==> src/rtl/vc_scheduler.sv <==
// Read-side scheduler for two virtual-channel FIFOs: weighted VC0/VC1 read
// arbitration, class-bit routing to two destination FIFOs, and a config/error FSM.
module vc_scheduler #(
  parameter int data_width  = 6,
  parameter int prio_weight = 3
) (
  input  logic                  clk,
  input  logic                  reset,
  input  logic                  init,
  input  logic [3:0]            umbral_vc_in,
  input  logic [3:0]            umbral_d_in,
  input  logic                  empty_vc0,
  input  logic                  empty_vc1,
  input  logic                  error_vc0,
  input  logic                  error_vc1,
  input  logic [data_width-1:0] data_vc0,
  input  logic [data_width-1:0] data_vc1,
  input  logic                  full_d0,
  input  logic                  full_d1,
  input  logic                  almost_full_d0,
  input  logic                  almost_full_d1,
  output logic                  rd_vc0,
  output logic                  rd_vc1,
  output logic [3:0]            umbral_vc,
  output logic [3:0]            umbral_d,
  output logic                  wr_d0,
  output logic                  wr_d1,
  output logic [data_width-1:0] data_d,
  output logic [2:0]            state,
  output logic                  idle,
  output logic                  error_out
);

  typedef enum logic [2:0] {
    ST_RESET  = 3'd0,
    ST_INIT   = 3'd1,
    ST_IDLE   = 3'd2,
    ST_ACTIVE = 3'd3,
    ST_ERROR  = 3'd4
  } state_t;

  localparam logic [2:0] PW = 3'(prio_weight);

  state_t                st, st_nxt;
  logic [2:0]            weight_cnt;
  logic                  vld_pipe;   // a read word arrives on data_vc* this cycle
  logic                  src_tag;    // 1: arriving word came from VC1
  logic                  stall, err_now, rd_ok, drop;
  logic [data_width-1:0] word;

  assign state   = st;
  assign stall   = full_d0 | full_d1 | almost_full_d0 | almost_full_d1;
  assign err_now = (st != ST_RESET) &&
                   (error_vc0 | error_vc1 | (wr_d0 & full_d0) | (wr_d1 & full_d1));
  assign rd_ok   = (st == ST_ACTIVE) && !stall && !err_now;
  assign drop    = err_now || (st == ST_ERROR);
  assign word    = src_tag ? data_vc1 : data_vc0;

  // Mealy read enables so a read never outruns the FIFO's current empty flag
  always_comb begin
    rd_vc0 = 1'b0;
    rd_vc1 = 1'b0;
    if (rd_ok) begin
      if (!empty_vc0 && !empty_vc1) begin
        if (weight_cnt == PW) rd_vc1 = 1'b1;
        else                  rd_vc0 = 1'b1;
      end else if (!empty_vc0) begin
        rd_vc0 = 1'b1;
      end else if (!empty_vc1) begin
        rd_vc1 = 1'b1;
      end
    end
  end

  always_comb begin
    st_nxt = st;
    case (st)
      ST_RESET:  st_nxt = ST_INIT;
      ST_INIT:   if (err_now) st_nxt = ST_ERROR;
                 else if (!init) st_nxt = ST_IDLE;
      ST_IDLE:   if (err_now) st_nxt = ST_ERROR;
                 else if (init) st_nxt = ST_INIT;
                 else if (!empty_vc0 || !empty_vc1) st_nxt = ST_ACTIVE;
      ST_ACTIVE: if (err_now) st_nxt = ST_ERROR;
                 else if (init) st_nxt = ST_INIT;
                 else if (empty_vc0 && empty_vc1 && !vld_pipe) st_nxt = ST_IDLE;
      ST_ERROR:  st_nxt = ST_ERROR;
      default:   st_nxt = ST_RESET;
    endcase
  end

  always_ff @(posedge clk or posedge reset) begin
    if (reset) begin
      st         <= ST_RESET;
      idle       <= 1'b0;
      error_out  <= 1'b0;
      umbral_vc  <= '0;
      umbral_d   <= '0;
      weight_cnt <= '0;
      vld_pipe   <= 1'b0;
      src_tag    <= 1'b0;
      wr_d0      <= 1'b0;
      wr_d1      <= 1'b0;
      data_d     <= '0;
    end else begin
      st        <= st_nxt;
      idle      <= (st_nxt == ST_IDLE);
      error_out <= (st_nxt == ST_ERROR);
      if (st == ST_INIT) begin
        umbral_vc <= umbral_vc_in;
        umbral_d  <= umbral_d_in;
      end
      // VC0 streak only counts while VC1 is actually waiting
      if (rd_vc1)
        weight_cnt <= '0;
      else if (rd_vc0 && !empty_vc1 && weight_cnt != PW)
        weight_cnt <= weight_cnt + 3'd1;
      vld_pipe <= (rd_vc0 | rd_vc1) && !drop;
      src_tag  <= rd_vc1;
      if (vld_pipe && !drop) begin
        wr_d0  <= ~word[data_width-1];
        wr_d1  <=  word[data_width-1];
        data_d <=  word;
      end else begin
        wr_d0  <= 1'b0;
        wr_d1  <= 1'b0;
        data_d <= '0;
      end
    end
  end

endmodule

==> config.mk <==
export PLATFORM = sky130hd
export DESIGN_NAME = vc_scheduler
export DESIGN_NICKNAME = d
export VERILOG_FILES = /design/src/rtl/vc_scheduler.sv
export SDC_FILE = /design/constraint.sdc
export NUM_CORES = 1
export LEC_CHECK = 0
export ABC_AREA = 1
export CAP_MARGIN = 20
export CORE_MARGIN = 5
export CORE_UTILIZATION = 43
export DETAILED_ROUTE_END_ITERATION = 8
export PLACE_DENSITY = 0.91
export REMOVE_ABC_BUFFERS = 1
export SETUP_SLACK_MARGIN = 0.05
export SKIP_LAST_GASP = 1
export SLEW_MARGIN = 0
export SYNTH_ARGS = -nofsm -noshare
export SYNTH_HDL_FRONTEND = slang
export SYNTH_SLANG_ARGS = --single-unit
export TNS_END_PERCENT = 30
==> constraint.sdc <==
create_clock -name clk -period 2.7 [get_ports clk]
set_clock_uncertainty 0.1 [all_clocks]
set_input_delay 0.54 -clock clk [delete_from_list [all_inputs] [get_ports clk]]
set_output_delay 0.54 -clock clk [all_outputs]
set_load 0.05 [all_outputs]
After elaboration in Yosys (flattened, before gate mapping) --
Cells that the tools add are included.
Storage, ports and cells: logic and storage cells 75, register bits 26, output and inout port bits 23, bits of input ports 31
Cells by class: bitwise logic cells 10, multiplexer cells 24, reductions and logical operators 21, equal/unequal tests 8, $add $sub $neg 1
Operators by type and width (number):
- 2-to-1 mux 3 bit | 10
- one-hot mux 3 bit (5 select lines) | 1
- equality test 3 x 2 -> 1 bit, second input constant | 4
- 2-to-1 mux 6 bit | 2
- 2-to-1 mux 1 bit | 11
- logical AND 1 bit | 10
- bitwise OR 1 bit | 7
- equality test 3 bit, second input constant | 2
- zero test 1 bit | 6
- adder 3 x 1 -> 3 bit, second input constant | 1
- equality test 3 x 1 -> 1 bit, second input constant | 1
- zero test 3 bit | 1
- inequality test 3 x 2 -> 1 bit, second input constant | 1
- nonzero test 3 bit | 1
- AND 1 bit | 2
- logical OR 1 bit | 2
- nonzero test 2 bit | 1
- inverter 1 bit | 1

Depth between registers and ports, before layout --
depth after elaboration 11, mapped depth 9, depth with buffers taken out 9

Worst setup path before layout --
Ideal clock, no wire load.
path kind reg-to-output, from reg st[0] (netlist: state[0]), to out rd_vc0, buffers on the path 0, arrival time 2309 ps, stages on the path, launching flop included 5, path slack -249 ps, required time 2060 ps, cells stage by stage dfrtp_1 -> nand3_1 -> nor2_2 -> nand2_1 -> a211oi_1
On the way: longest elaborated chain between the ends 5, elaborated cells on any way between the ends 7, classes of those cells eq/ne (1); mux (1); reduce/logical (5)
Ends and longest elaborated chain:
- start, declared | RTL line 44 | state_t st, st_nxt;
- start signal, assigned | RTL line 106 | st <= st_nxt;
- nonzero test 3 bit | RTL line 53 | assign err_now = (st != ST_RESET) &&
- logical AND 1 bit | RTL line 53
- zero test 1 bit | RTL line 55 | assign rd_ok = (st == ST_ACTIVE) && !stall && !err_now;
- logical AND 1 bit (*) | RTL line 55
- 2-to-1 mux 1 bit (*) | RTL line 63 | if (rd_ok) begin
- end, declared | RTL line 22 | output logic rd_vc0,
Every way passes the cells marked *; elsewhere a longest branch is shown, timed or not.

Final worst setup path --
from in error_vc1, to out rd_vc0
On the way: longest elaborated chain between the ends 7
Ends and longest elaborated chain:
- start, declared | RTL line 15 | input logic error_vc1,
- bitwise OR 1 bit (3 in a row) | RTL line 54 | (error_vc0 | error_vc1 | (wr_d0 & full_d0) | (wr_d1 & full_d1));
- logical AND 1 bit | RTL line 53
- zero test 1 bit | RTL line 55
- logical AND 1 bit | RTL line 55
- 2-to-1 mux 1 bit | RTL line 63
No other way between the ends.

==> qor.yml <==
run_status: "finished, final reports clean"
final_hold_viol_count: 0
cts_setup_buffers: 0
worst_r2r_endpoint: "weight_cnt[0]$_DFFE_PP0P_"
final_layout_size_suffix_gt1_share_pct: 12.4
detail_route.wirelength_microns: 2910
cts-htree-levels: 1
design.final.nets: 212
worst_setup_hold_path_clk_slew_ns: 0.13
route.antenna.remaining_nets: 0
hpwl_microns: 2380
ctsLongestPathBuffers: 2
area_delta_synth_final_pct: 55.9
finalCritPeriodShare_pct: 95.6
number_of_antenna_violations_at_the_first_check_in_global_routing: 0
clk_latency_ns: 0.31
r2r_start: "weight_cnt[0]$_DFFE_PP0P_"
num_vias: 1056
worst-path-max-fanout: 7
root_buffer: "clkbuf_4"
wl_per_cell_microns: 14.0
die_h_microns: 61.0
vias_per_instance: 5.08
grt_first_pass_wirelength_microns: 4560
crit_path_category: "in -> out"
rsz_0062_raised_after_global_routing: "yes"
timing.critical_path.arrival_ns: 1.94
cp_data_required_time_ns: 2.06
floorplan.initialDensity_pct: 45.2
fmax_ghz: 0.387
synth_area_sq_um: 1120
p_per_area_nw_per_um2: 826
fin_tns_setup_ns: 0
cts_inserted_buffers: 3
grt.overflow.total: 0
grt_usage_pct: 16.5
cellLeakagePower_nw: 0.799
ios: 54
worstSetupStartpoint: "error_vc1"
setup.worst_path.start_class: "input port"
buffer_ports.inserted: 53
first_global_vias: 1084
reg2reg_slack_ns: 1.19
drv.max_cap_violation_count: 0
synth-warning-count: 0
finish.utilization_pct: 70.4
whs_ns: 0.405
die-area_sq_um: 3720
synth-seq-area-share_pct: 55.9
clock_tree_from_tritoncts: "yes"
critical_path.endpoint: "rd_vc0"
floorplan.rows: 18
core_region_area_sq_um: 2480
ir_worst_vdd_uv: 667
dr.first_iter.drc_count: 25
slew_violations: 0
finalPower_mw: 1.44
finalSetupViolCount: 0
rr_worst_depth: 5
yosys_register_bits: 25
dr.pass1.iters: 4
detail_route.drc_violations: 0
fillCellCount: 195
grt_max_degree: 26
die_w_microns: 61.0
avgSynthCellArea_sq_um: 9.32
synth.distinct_cells: 19
cts.sink_count: 25
antenna_cells: 0
post_synth_inst_count: 120
class_of_the_worst_hold_path: "reg -> reg"
final_period_minus_worst_setup_slack_ns: 2.58
tightest_slew_ns: 0.517
timing.max_slew.rel_slack_pct: 65.4
timing.critical_path.to_type: "primary output"
routability_congestion_estimate: 0.809
[flip-flops by register name, indices dropped and copies added, names as in the netlist, 3 cells and up]
signal	cells
data_d	6
umbral_vc	4
state	3
umbral_d	4
weight_cnt	3
[placed cells by master (no fill, tap or decap)]
cell type and instances:
nor2_2 3, nand2_1 32, clkdlybuf4s50_1 51, o21ai_1 3, clkbuf_4 3, inv_1 15
nor3_1 1, ha_1 2, clkinv_2 1, buf_12 2, buf_4 2, a21oi_1 6
o21ai_0 3, nand2_2 1, mux2_2 8, nor4_1 1, a211oi_1 1, nand4_1 1
or2_1 1, nand3_1 6, nor2_1 8, nand3_2 2, dfrtp_1 25
[per-stage QoR]
| step | instance area [sq um] | setup slack, ns | instances |
|---|---|---|---|
| after floorplan | 1110 | -0.311 | 119 |
| after global placement | 1710 | 0.157 | 204 |
| after detailed placement | 1710 | 0.142 | 204 |
| after CTS | 1740 | 0.131 | 208 |
| after global routing | 1740 | 0.0357 | 208 |
| final | 1740 | 0.118 | 208 |
[cells in the mapped netlist]
library cell | instances | share of area (%)
buf_4 | 1 | 0.67
nand2_1 | 32 | 11
a211oi_1 | 1 | 0.67
inv_1 | 15 | 5.0
o21ai_0 | 3 | 1.3
or2_1 | 1 | 0.56
mux2_2 | 8 | 8.1
nor4_1 | 1 | 0.56
a21oi_1 | 6 | 2.7
nand3_1 | 6 | 2.7
nand2_2 | 1 | 0.56
nor2_1 | 9 | 3.0
dfrtp_1 | 25 | 56
nand3_2 | 2 | 1.8
ha_1 | 2 | 2.2
o21ai_1 | 3 | 1.3
nor3_1 | 1 | 0.45
nand4_1 | 1 | 0.56
nor2_2 | 2 | 1.1
[timing repair]
item / CTS / global route
gates resized for setup: 0 / 1
endpoints found under the setup margin: 0 / 2
endpoints found under the hold margin: 0 / 0
hold buffers: 0 / 0
[area by class of cell]
| type | count | area [sq um] | share of cell area, % |
|---|---|---|---|
| Sequential cell | 25 | 626 | 35.9 |
| Clock buffer | 3 | 22.5 | 1.29 |
| Clock inverter | 1 | 5.00 | 0.287 |
| Tap cell | 30 | 37.5 | 2.15 |
| Inverter | 15 | 56.3 | 3.23 |
| Multi-Input combinational cell | 79 | 432 | 24.7 |
| Timing Repair Buffer | 55 | 566 | 32.4 |
[metal layers]
layer  wire [microns]  vias up  global-route usage (%)
met5                0        -                       0
met2             1600       42                    32.7
met3              256        4                    4.68
met4               17        0                    3.72
met1             1040      511                    16.9
li1                 -      499                       -
[worst max-delay path: stages]
cell,delay [ns]
clkdlybuf4s50_1,0.41
nor2_1,0.10
nand3_1,0.12
nand2_2,0.16
nand2_1,0.08
a211oi_1,0.22
buf_4,0.18
buf_12,0.13
[power breakdown]
group / leakage [nW] / switching [mW] / internal (mW)
clock network: 0.0177 / 0.105 / 0.0553
logic: 0.457 / 0.476 / 0.282
registers: 0.324 / 0.0644 / 0.459
[how the worst min path moves through the flow]
stage          slack, ns                         to                 startpoint  cells after the start
4_1_cts             0.41  weight_cnt[2]$_DFFE_PP0P_  weight_cnt[2]$_DFFE_PP0P_                      2
5_1_grt             0.45  weight_cnt[2]$_DFFE_PP0P_  weight_cnt[2]$_DFFE_PP0P_                      2
3_3_place_gp        0.37  weight_cnt[0]$_DFFE_PP0P_  weight_cnt[0]$_DFFE_PP0P_                      1
6_report            0.41  weight_cnt[2]$_DFFE_PP0P_  weight_cnt[2]$_DFFE_PP0P_                      2
2_1_floorplan       0.35  weight_cnt[0]$_DFFE_PP0P_  weight_cnt[0]$_DFFE_PP0P_                      1
3_5_place_dp        0.38  weight_cnt[2]$_DFFE_PP0P_  weight_cnt[2]$_DFFE_PP0P_                      2
[kinds of logic after synthesis]
| logic type | after synthesis | share of synthesized area (%) |
|---|---|---|
| compound gates | 13 | 6.04 |
| fa+ha+maj | 2 | 2.24 |
| buf+inv | 16 | 5.70 |
| flops | 25 | 55.9 |
| mux | 8 | 8.05 |
| simple gates | 56 | 22.0 |
(Power assumes the default switching activity.)
